$ cat src/rtl/branch_resolver.sv
// In-flight conditional branch queue: resolves the oldest branch in EX, registered result (1 cycle), flushes on mispredict.
// predReady drops when the queue is full or during the flush cycle; optional counters under BR_STATS_EN.
module branch_resolver #(
   parameter int DEPTH = 4
) (
   input  logic        clock,
   input  logic        reset_n,
   input  logic        predValid,
   input  logic        predTaken,
   input  logic [63:0] predPc,
   input  logic [63:0] predImm,
   output logic        predReady,
   input  logic        exValid,
   input  logic        exTaken,
   output logic        isBranch,
   output logic        lastBranchTaken,
   output logic        lastBranchPrediction,
   output logic [63:0] lastPcValue,
   output logic [63:0] lastPcPlusImmediate,
   output logic        flush,
   output logic        protoErr
`ifdef BR_STATS_EN
   ,
   output logic [31:0] branchCount,
   output logic [31:0] mispredictCount
`endif
);

   localparam int PW = (DEPTH > 1) ? $clog2(DEPTH) : 1;
   localparam int CW = PW + 1;

   localparam logic [0:0] RUN   = 1'b0;
   localparam logic [0:0] FLUSH = 1'b1;

   logic [0:0]    state;
   logic [PW-1:0] head;
   logic [PW-1:0] tail;
   logic [CW-1:0] count;
   logic          ready_en;

   logic          mem_taken [DEPTH];
   logic [63:0]   mem_pc    [DEPTH];
   logic [63:0]   mem_tgt   [DEPTH];

   logic          in_run;
   logic          push;
   logic          pop;
   logic          mispredict;
   logic          proto_hit;

   // ready_en keeps predReady low through reset and until the first edge after release
   always_comb begin
      in_run     = (state == RUN);
      predReady  = ready_en && in_run && (count < CW'(DEPTH));
      push       = predValid && predReady;
      pop        = in_run && exValid && (count != '0);
      mispredict = pop && (exTaken != mem_taken[head]);
      proto_hit  = in_run && exValid && (count == '0);
   end

   always_ff @(posedge clock) begin
      if (push) begin
         mem_taken[tail] <= predTaken;
         mem_pc[tail]    <= predPc;
         mem_tgt[tail]   <= predPc + predImm;
      end
   end

   always_ff @(posedge clock or negedge reset_n) begin
      if (!reset_n) begin
         state                <= RUN;
         head                 <= '0;
         tail                 <= '0;
         count                <= '0;
         ready_en             <= 1'b0;
         isBranch             <= 1'b0;
         flush                <= 1'b0;
         protoErr             <= 1'b0;
         lastBranchTaken      <= 1'b0;
         lastBranchPrediction <= 1'b0;
         lastPcValue          <= '0;
         lastPcPlusImmediate  <= '0;
      end else begin
         ready_en <= 1'b1;
         isBranch <= pop;
         flush    <= mispredict;
         if (proto_hit)
            protoErr <= 1'b1;
         if (pop) begin
            lastBranchTaken      <= exTaken;
            lastBranchPrediction <= mem_taken[head];
            lastPcValue          <= mem_pc[head];
            lastPcPlusImmediate  <= mem_tgt[head];
         end
         if (state == FLUSH) begin
            state <= RUN;
         end else if (mispredict) begin
            // a push in the same cycle is discarded along with the rest of the queue
            state <= FLUSH;
            head  <= '0;
            tail  <= '0;
            count <= '0;
         end else begin
            if (push)
               tail <= tail + 1'b1;
            if (pop)
               head <= head + 1'b1;
            if (push && !pop)
               count <= count + 1'b1;
            else if (!push && pop)
               count <= count - 1'b1;
         end
      end
   end

`ifdef BR_STATS_EN
   always_ff @(posedge clock or negedge reset_n) begin
      if (!reset_n) begin
         branchCount     <= '0;
         mispredictCount <= '0;
      end else begin
         if (pop && (branchCount != '1))
            branchCount <= branchCount + 1'b1;
         if (mispredict && (mispredictCount != '1))
            mispredictCount <= mispredictCount + 1'b1;
      end
   end
`endif

endmodule

$ cat config.mk
export PLATFORM = sky130hd
export DESIGN_NAME = branch_resolver
export DESIGN_NICKNAME = d
export VERILOG_FILES = /design/src/rtl/branch_resolver.sv
export SDC_FILE = /design/constraint.sdc
export NUM_CORES = 1
export LEC_CHECK = 0
export CAP_MARGIN = 20
export CORE_ASPECT_RATIO = 1.25
export CORE_MARGIN = 8
export CORE_UTILIZATION = 45
export CTS_CLUSTER_SIZE = 28
export DETAILED_ROUTE_END_ITERATION = 10
export GPL_TIMING_DRIVEN = 0
export PLACE_DENSITY = 0.76
export SETUP_SLACK_MARGIN = 0.1
export SLEW_MARGIN = 20
export SYNTH_ARGS = -nofsm -noshare
export SYNTH_HDL_FRONTEND = slang
export SYNTH_SLANG_ARGS = --single-unit
$ cat constraint.sdc
create_clock -name clock -period 11.25 [get_ports clock]
set_input_delay 2.25 -clock clock [delete_from_list [all_inputs] [get_ports clock]]
set_output_delay 2.25 -clock clock [all_outputs]
set_load 0.02 [all_outputs]
==> results.toml, run 1 <==
[placement]
gp_congestion = 0.9407
area_after_detailed_placement_mm2 = 0.03210
place.detailed.instances = 3010
detailedPlacementHpwl_um = 52140
number_of_i_o_port_buffers = 267

[grt]
grt_pass1_vias = 18150
grt_antenna_before_repair = 5
grt_use_total_pct = 20.85
grt_pass1_wl_um = 110400
maximum_number_of_pins_on_one_net_before_global_route_repair = 79
global_route.overflow_total = 0

[sta]
final.setup_skew_ns = 0.02736
slew_headroom_pct = 28.81
finalHoldViolCount = 0
final_period_minus_worst_setup_slack_ns = 5.645
clock.fmax_mhz = 177.2
grt_setup_unrepaired = "false"
slew_viol_final = 0
final_min_period_over_clock_period_pct = 50.17
sum_of_negative_setup_slack_ns = 0
final-setup-viol-count = 0
worst_slew_pin_slew_ns = 1.068

[die]
core_mm2 = 0.06177
starting_density_of_the_core_pct = 45.33
die_area_mm2 = 0.07051
floorplan.die.height_um = 294.9
die_w_um = 239.1
floorplan.io_pins = 268
rows = 102

[logic_synthesis]
post_synth_inst_count = 1898
post_synth_xor_area_fraction_pct = 1.939
number_of_enable_flip_flop_cells_after_synthesis = 516
combinational_family_with_the_most_area_after_synthesis = "multiplexers"
synth-warning-count = 0
synth_fp_nets = 2101
synth-main-ff-cell = "sky130_fd_sc_hd__edfxtp_1"
synth_simple_gate_area_share_pct = 8.843
ys_types = 74
synth_area_per_cell_um2 = 14.75
synth_sequential_area_ratio_pct = 68.03
post_synth_fa_ha_maj_area_fraction_pct = 3.137
synthMuxAreaShare_pct = 10.41
ys_ff_latch = 658
asyncSetResetFlopFracSynth_pct = 21.58
netlist_area_pre_place_mm2 = 0.02800
compound_cell_area_share_of_the_yosys_netlist_pct = 5.943

[power_and_ir_drop]
vdd_drop_max_mv = 0.1415
p_leak_nw = 12.51
power.density_cell_area_mw_per_mm2 = 235.1
total_power_mw = 8.068

[final_layout]
number_of_fill_cells = 4925
drive_gt1_share_pct = 12.26
num-nets-final = 2450
area.growth.synth_to_final_pct = 22.54
layoutNonFillerInstCount = 3134
final_std_cell_area_no_fill_mm2 = 0.03431

[clocking]
cts.repair_timing.setup_buffer_count = 0
cts.clk_slew.worst_paths_ns = 0.06
postCtsResizedCells = 0
clockRootBuffer = "sky130_fd_sc_hd__clkbuf_16"
clock_tree.htree_level_count = 3
max_buffers_root_to_sink = 3
cts_buffers = 66
cts_hold_buffers = 0
clock_insertion_delay_worst_skew_ns = 0.61
clock_sinks = 658
tritoncts = "built"

[worst_setup_path]
timing.critical_path.required_ns = 11.63
worst_setup_path_end_kind = "flip-flop"
worst_path_max_delay_cell = "sky130_fd_sc_hd__a211oi_2"
cp_top_family = "compound AO/OA/AOI/OAI gates"
worstSetupPathType = "in2reg"
crit_path_cell_trace = "clkdlybuf4s50_1 > ha_1 > fa_1 > a21o_1 > a221o_1 > a22oi_2 > a31oi_1 > a211oi_2 > o31ai_2 > o22ai_1 > mux2i_1"
startpoint_type = "input pin"
reg2reg_from = "count[1]$_DFFE_PN0P_"
critical_path_arrival_ns = 6.02
startpoint = "predPc[0]"
timing.critical_path.slowest_cell_delay_ns = 0.60
path_max_fanout = 5
worst-path-buf-inv = 1

[detailed_routing]
detail_route.drc_violations = 0
route.detailed.vias_per_inst = 5.535
wire_per_inst_um = 23.48
drt_pass1_iterations = 7
drt-total-wl_um = 73600
detailedRoute.firstIterationViolations = 1365
drt.antenna.violating_nets = 0
dr_total_vias = 17350

[min_path]
worst_hold_path_type = "reg2reg"
min-delay-start = "protoErr$_DFFE_PN0P_"

[outcome]
outcome = "complete, no violations"

[job]
max_cap_violations = 0
[state kept, by name, summed over array words and instances, names as in the netlist]
| name | cells |
|---|---|
| flush | 1 |
| lastBranchTaken | 1 |
| protoErr | 1 |
| ready_en | 1 |
| mem_tgt | 256 |
| mem_pc | 256 |
| mem_taken | 4 |
| count | 3 |
| head | 2 |
| state | 1 |
| lastPcValue | 64 |
| lastBranchPrediction | 1 |
| lastPcPlusImmediate | 64 |
| tail | 2 |
| isBranch | 1 |
[cells in the mapped netlist (all sizes together), types with 17 or more instances]
| cell | instances | area (um2) |
|---|---|---|
| clkbuf | 58 | 217.7 |
| buf | 35 | 161.4 |
| edfxtp | 516 | 15490 |
| mux4 | 129 | 2905 |
| a21o | 23 | 172.7 |
| dfrtp | 142 | 3553 |
| inv | 25 | 93.84 |
| o21ai | 44 | 220.2 |
| ha | 67 | 838.3 |
| nor2 | 57 | 214.0 |
| nand2 | 459 | 1723 |
| nand4 | 27 | 168.9 |
| xnor2 | 39 | 341.6 |
| o21bai | 17 | 127.6 |
| a21oi | 90 | 454.2 |
| xor2 | 23 | 201.4 |
[layout by cell type, fill, tap and decap left out, types with 4 or more instances in the layout]
cell type / Yosys / layout
sky130_fd_sc_hd__clkinv_2: 0 / 10
sky130_fd_sc_hd__o21a_1: 10 / 10
sky130_fd_sc_hd__o211ai_1: 4 / 4
sky130_fd_sc_hd__o21bai_1: 17 / 17
sky130_fd_sc_hd__clkdlybuf4s50_1: 0 / 266
sky130_fd_sc_hd__xnor2_1: 39 / 39
sky130_fd_sc_hd__ha_1: 67 / 67
sky130_fd_sc_hd__nor2b_1: 5 / 5
sky130_fd_sc_hd__buf_1: 18 / 18
sky130_fd_sc_hd__clkbuf_8: 0 / 8
sky130_fd_sc_hd__nand2_1: 459 / 459
sky130_fd_sc_hd__a211oi_1: 6 / 6
sky130_fd_sc_hd__o31ai_1: 10 / 10
sky130_fd_sc_hd__mux4_2: 129 / 129
sky130_fd_sc_hd__nand3_1: 8 / 8
sky130_fd_sc_hd__dfrtp_1: 142 / 142
sky130_fd_sc_hd__a31oi_1: 11 / 11
sky130_fd_sc_hd__a21boi_0: 4 / 4
sky130_fd_sc_hd__a21oi_1: 89 / 89
sky130_fd_sc_hd__inv_1: 24 / 24
sky130_fd_sc_hd__or3_1: 4 / 4
sky130_fd_sc_hd__o21ai_0: 33 / 33
sky130_fd_sc_hd__buf_2: 15 / 15
sky130_fd_sc_hd__edfxtp_1: 516 / 516
sky130_fd_sc_hd__clkbuf_16: 0 / 69
sky130_fd_sc_hd__clkinv_1: 0 / 5
sky130_fd_sc_hd__buf_16: 0 / 13
sky130_fd_sc_hd__and3_4: 0 / 4
sky130_fd_sc_hd__nand4_1: 27 / 27
sky130_fd_sc_hd__nor3_1: 12 / 12
sky130_fd_sc_hd__clkbuf_1: 58 / 71
sky130_fd_sc_hd__and3_1: 9 / 5
sky130_fd_sc_hd__nor2_1: 57 / 57
sky130_fd_sc_hd__bufinv_16: 0 / 4
sky130_fd_sc_hd__a21o_1: 23 / 23
sky130_fd_sc_hd__xor2_1: 23 / 23
sky130_fd_sc_hd__nor4_1: 5 / 5
sky130_fd_sc_hd__o21ai_1: 11 / 11
[per-layer routing]
layer | GRT usage [%] | part of all wire [%]
met1 | 24.81 | 38
met2 | 37.31 | 52
met3 | 3.853 | 6.7
met4 | 7.719 | 3.1
met5 | 0 | 0.037
[per-stage QoR]
stage | worst slack, ns | hold WS (ns) | util, %
final | 5.605 | 0.4642 | 55.55
after global routing | 5.462 | 0.4986 | 55.55
after CTS | 5.709 | 0.4708 | 55.52
after detailed placement | 5.071 | 0.4575 | 51.97
after global placement | 1.776 | 0.4432 | 51.35
after floorplan | 5.477 | 0.5035 | -
[area by class of cell]
cell class,count,area [um2],share of cell area [%]
Antenna cell,2,5.005,0.01459
Sequential cell,658,19050,55.51
Timing Repair Buffer,281,3050,8.890
Buffer,93,381.6,1.112
Tap cell,832,1041,3.034
Clock buffer,92,1893,5.517
Multi-Input combinational cell,1122,8501,24.77
Clock inverter,29,300.3,0.8751
Inverter,25,93.84,0.2735
[power by group]
group          switching, mW  total (mW)  internal (mW)
Sequential             0.176        3.27           3.09
Clock                  0.920        2.20           1.28
Combinational           1.51        2.60           1.09
[cell families after synthesis]
| logic type | count (synthesis) |
|---|---|
| compound gates | 256 |
| xor+xnor | 62 |
| fa+ha+maj | 69 |
| buf+inv | 118 |
| flops | 658 |
| mux | 130 |
| other cells | 1 |
| simple gates | 604 |
[path summary, 6_finish.rpt]
| path | to | slack, ns | cells past startpoint |
|---|---|---|---|
| hold / removal | protoErr$_DFFE_PN0P_ | 0.46 | 1 |
| setup reg to reg | lastPcValue[2]$_DFFE_PN0P_ | 8.08 | 8 |
| min in group asynchronous | lastPcValue[32]$_DFFE_PN0P_ | 1.66 | 1 |
| max in group asynchronous | lastPcPlusImmediate[59]$_DFFE_PN0P_ | 8.83 | 2 |
| hold reg to reg | protoErr$_DFFE_PN0P_ | 0.46 | 1 |
| setup / recovery | mem_tgt[1][62]$_DFFE_PP_ | 5.61 | 11 |
(Power assumes the default switching activity.)
==> run 2: changes to the inputs <==
- clock period: 11.25 -> 5.38 ns (I/O delays scaled with it)
==> results of run 2 <==
Same layout as run 1 (identical final DEF). Status: complete, no violations.
Among the figures that moved: setup slack after placement 5.071 ns -> 0.3751 ns; setup slack after layout 5.605 ns -> 0.9093 ns; register-to-register setup slack 8.08 ns -> 2.21 ns; total power 8.068 mW -> 16.87 mW; worst IR drop on VDD 0.1415 mV -> 0.2960 mV
==> run 3: changes to the inputs <==
- PLACE_DENSITY: 0.76 -> 0.79
- clock period: 5.38 -> 3.65 ns (I/O delays scaled with it)
==> run 3 against run 2 <==
Compared with the run above: critical path depth rose by 1; sequential share of layout area down 0.60 points; first-iteration DRC count up 4.5%; combinational power grew 49%; global-route usage rose by 0.20 points; via count grew 2.1%; worst hold slack got worse by 0.41 ns; register-to-register slack got worse by 1.6 ns; largest cell class unchanged; die area did not move.
==> results.toml, run 3 (synthesized netlist as in run 1, its figures left out) <==
[clocking]
cts.clk_slew.worst_paths_ns = 0.06
clock_sinks = 658
tritoncts = "built"
cts_buffers = 66
clock_insertion_delay_worst_skew_ns = 0.61
clock_tree.htree_level_count = 3
max_buffers_root_to_sink = 3
cts_hold_buffers = 0
clockRootBuffer = "sky130_fd_sc_hd__clkbuf_16"

[grt]
grt_pass1_wl_um = 111900
global_route.overflow_total = 0
grt_use_total_pct = 21.05
grt_pass1_vias = 18350
grt_antenna_before_repair = 3
maximum_number_of_pins_on_one_net_before_global_route_repair = 80

[sta]
worst_slew_pin_slew_ns = 1.084
final_period_minus_worst_setup_slack_ns = 3.497
clock.fmax_mhz = 286.0
fin_worst_hold_slack_ns = 0.05166
slew_headroom_pct = 27.76
finalHoldViolCount = 0
grt_setup_unrepaired = "true"
slew_viol_final = 0
final_min_period_over_clock_period_pct = 95.80
final-setup-viol-count = 0
final.setup_skew_ns = 0.01933

[placement]
detailedPlacementHpwl_um = 53180
number_of_i_o_port_buffers = 267
place.detailed.instances = 3010
gp_congestion = 0.9748

[worst_setup_path]
worstSetupPathType = "in2reg"
timing.critical_path.slowest_cell_delay_ns = 0.47
startpoint_type = "input pin"
path_max_fanout = 9
worst-path-buf-inv = 3
timing.critical_path.required_ns = 4.00
worst_setup_path_end_kind = "flip-flop"
critical_path_arrival_ns = 3.84
worst_path_max_delay_cell = "sky130_fd_sc_hd__clkdlybuf4s50_1"
crit_path_cell_trace = "clkdlybuf4s50_1 > ha_1 > buf_2 > a211oi_1 > o21ai_0 > a311oi_4 > o31ai_4 > a311o_1 > o31ai_2 > a21oi_1 > xor2_1 > buf_4"
cp_top_family = "compound AO/OA/AOI/OAI gates"

[die]
die_area_mm2 = 0.07051
floorplan.io_pins = 268
core_mm2 = 0.06177
starting_density_of_the_core_pct = 45.33
rows = 102
die_w_um = 239.1
floorplan.die.height_um = 294.9

[outcome]
outcome = "complete, no violations"

[power_and_ir_drop]
power.density_cell_area_mw_per_mm2 = 717.7
vdd_drop_max_mv = 0.4516
p_leak_nw = 12.69

[final_layout]
layout_commonest_cell = "sky130_fd_sc_hd__edfxtp_1"
num-nets-final = 2463
number_of_fill_cells = 4875
drive_gt1_share_pct = 15.38
reg_top3 = "mem_pc: 256 flops, mem_tgt: 256 flops"
layout.cells.most_common_list = "sky130_fd_sc_hd__edfxtp_1, sky130_fd_sc_hd__nand2_1, sky130_fd_sc_hd__clkdlybuf4s50_1, sky130_fd_sc_hd__dfrtp_1, sky130_fd_sc_hd__mux4_2"
area.growth.synth_to_final_pct = 23.87
layoutNonFillerInstCount = 3149

[min_path]
worst_hold_path_type = "in2async"

[detailed_routing]
detail_route.drc_violations = 0
detailedRoute.firstIterationViolations = 1426
route.detailed.vias_per_inst = 5.627
wire_per_inst_um = 23.75
drt.antenna.violating_nets = 0
drt-total-wl_um = 74780
dr_total_vias = 17720
drt_pass1_iterations = 5

[job]
max_cap_violations = 0
## run 3: cell count changes in the layout (fill, tap and decap cells not counted), sizes merged
cell,change
buf,+21
clkbuf,-14
clkdlybuf4s50,-9
dlymetal6s2s,+8
clkinv,+3
inv,+3
clkinvlp,+1
diode,+1
dlygate4sd2,+1
## run 3: worst register-to-register path: cells and delay by family (launching register included)
kind | cells | cell delay, ns
flip-flops | 1 | 0.40
AND/OR/NAND/NOR | 4 | 0.63
buffers and inverters | 4 | 1.94
## run 3: report_power, final
group	switching (mW)	internal, mW
Sequential	0.558	9.54
Combinational	4.69	3.40
Clock	2.89	3.82
Total	8.14	16.8
## run 3: repair_timing
| action | 4_1_cts | 5_1_grt |
|---|---|---|
| gates resized for setup | 26 | 57 |
| pin swaps | 11 | 19 |
| endpoints found under the setup margin | 84 | 104 |
| setup buffers | 11 | 11 |
## run 3: layout make-up
cell class,instances,area [um2],share of cell area [%]
buffer,85,359.1,1.035
timing repair buffer,302,3163,9.119
tap,832,1041,3.001
inverter,25,93.84,0.2705
multi-input combinational,1122,8841,25.49
clock buffer,86,1808,5.212
sequential,658,19050,54.91
clock inverter,36,325.3,0.9378
antenna,3,7.507,0.02164
## run 3: worst paths after layout
kind / slack [ns] / depth (start not counted) / endpoint / from
hold reg to reg: 0.47 / 1 / protoErr$_DFFE_PN0P_ / protoErr$_DFFE_PN0P_
hold / removal: 0.05 / 1 / lastPcValue[33]$_DFFE_PN0P_ / reset_n
max in group asynchronous: 2.71 / 2 / lastPcPlusImmediate[12]$_DFFE_PN0P_ / reset_n
setup / recovery: 0.15 / 12 / mem_tgt[2][57]$_DFFE_PP_ / predImm[12]
setup reg to reg: 0.58 / 8 / lastPcValue[19]$_DFFE_PN0P_ / count[1]$_DFFE_PN0P_
min in group clock: 0.47 / 1 / mem_pc[0][10]$_DFFE_PP_ / predPc[10]
## run 3: stage by stage
step                      total power, mW  setup slack (ns)  setup TNS, ns  util, %  cell area (um2)
after floorplan                     14.77            0.2619              0        -            28010
after global placement              17.99            -4.312       -1190.24    51.35            31720
after detailed placement            18.29           -0.9974         -86.42    51.87            32040
after CTS                           25.08           0.08610              0    55.69            34400
after global routing                26.05           0.07675              0    56.15            34680
final                               24.89            0.1535              0    56.16            34690
## run 3: per-layer routing
layer | vias up | GRT usage [%] | share of wire, %
met1 | 9005 | 24.96 | 38
met5 | - | 0 | 0.021
met3 | 157 | 4.863 | 7.3
met2 | 696 | 36.98 | 51
li1 | 7858 | - | -
met4 | 2 | 7.957 | 3.8
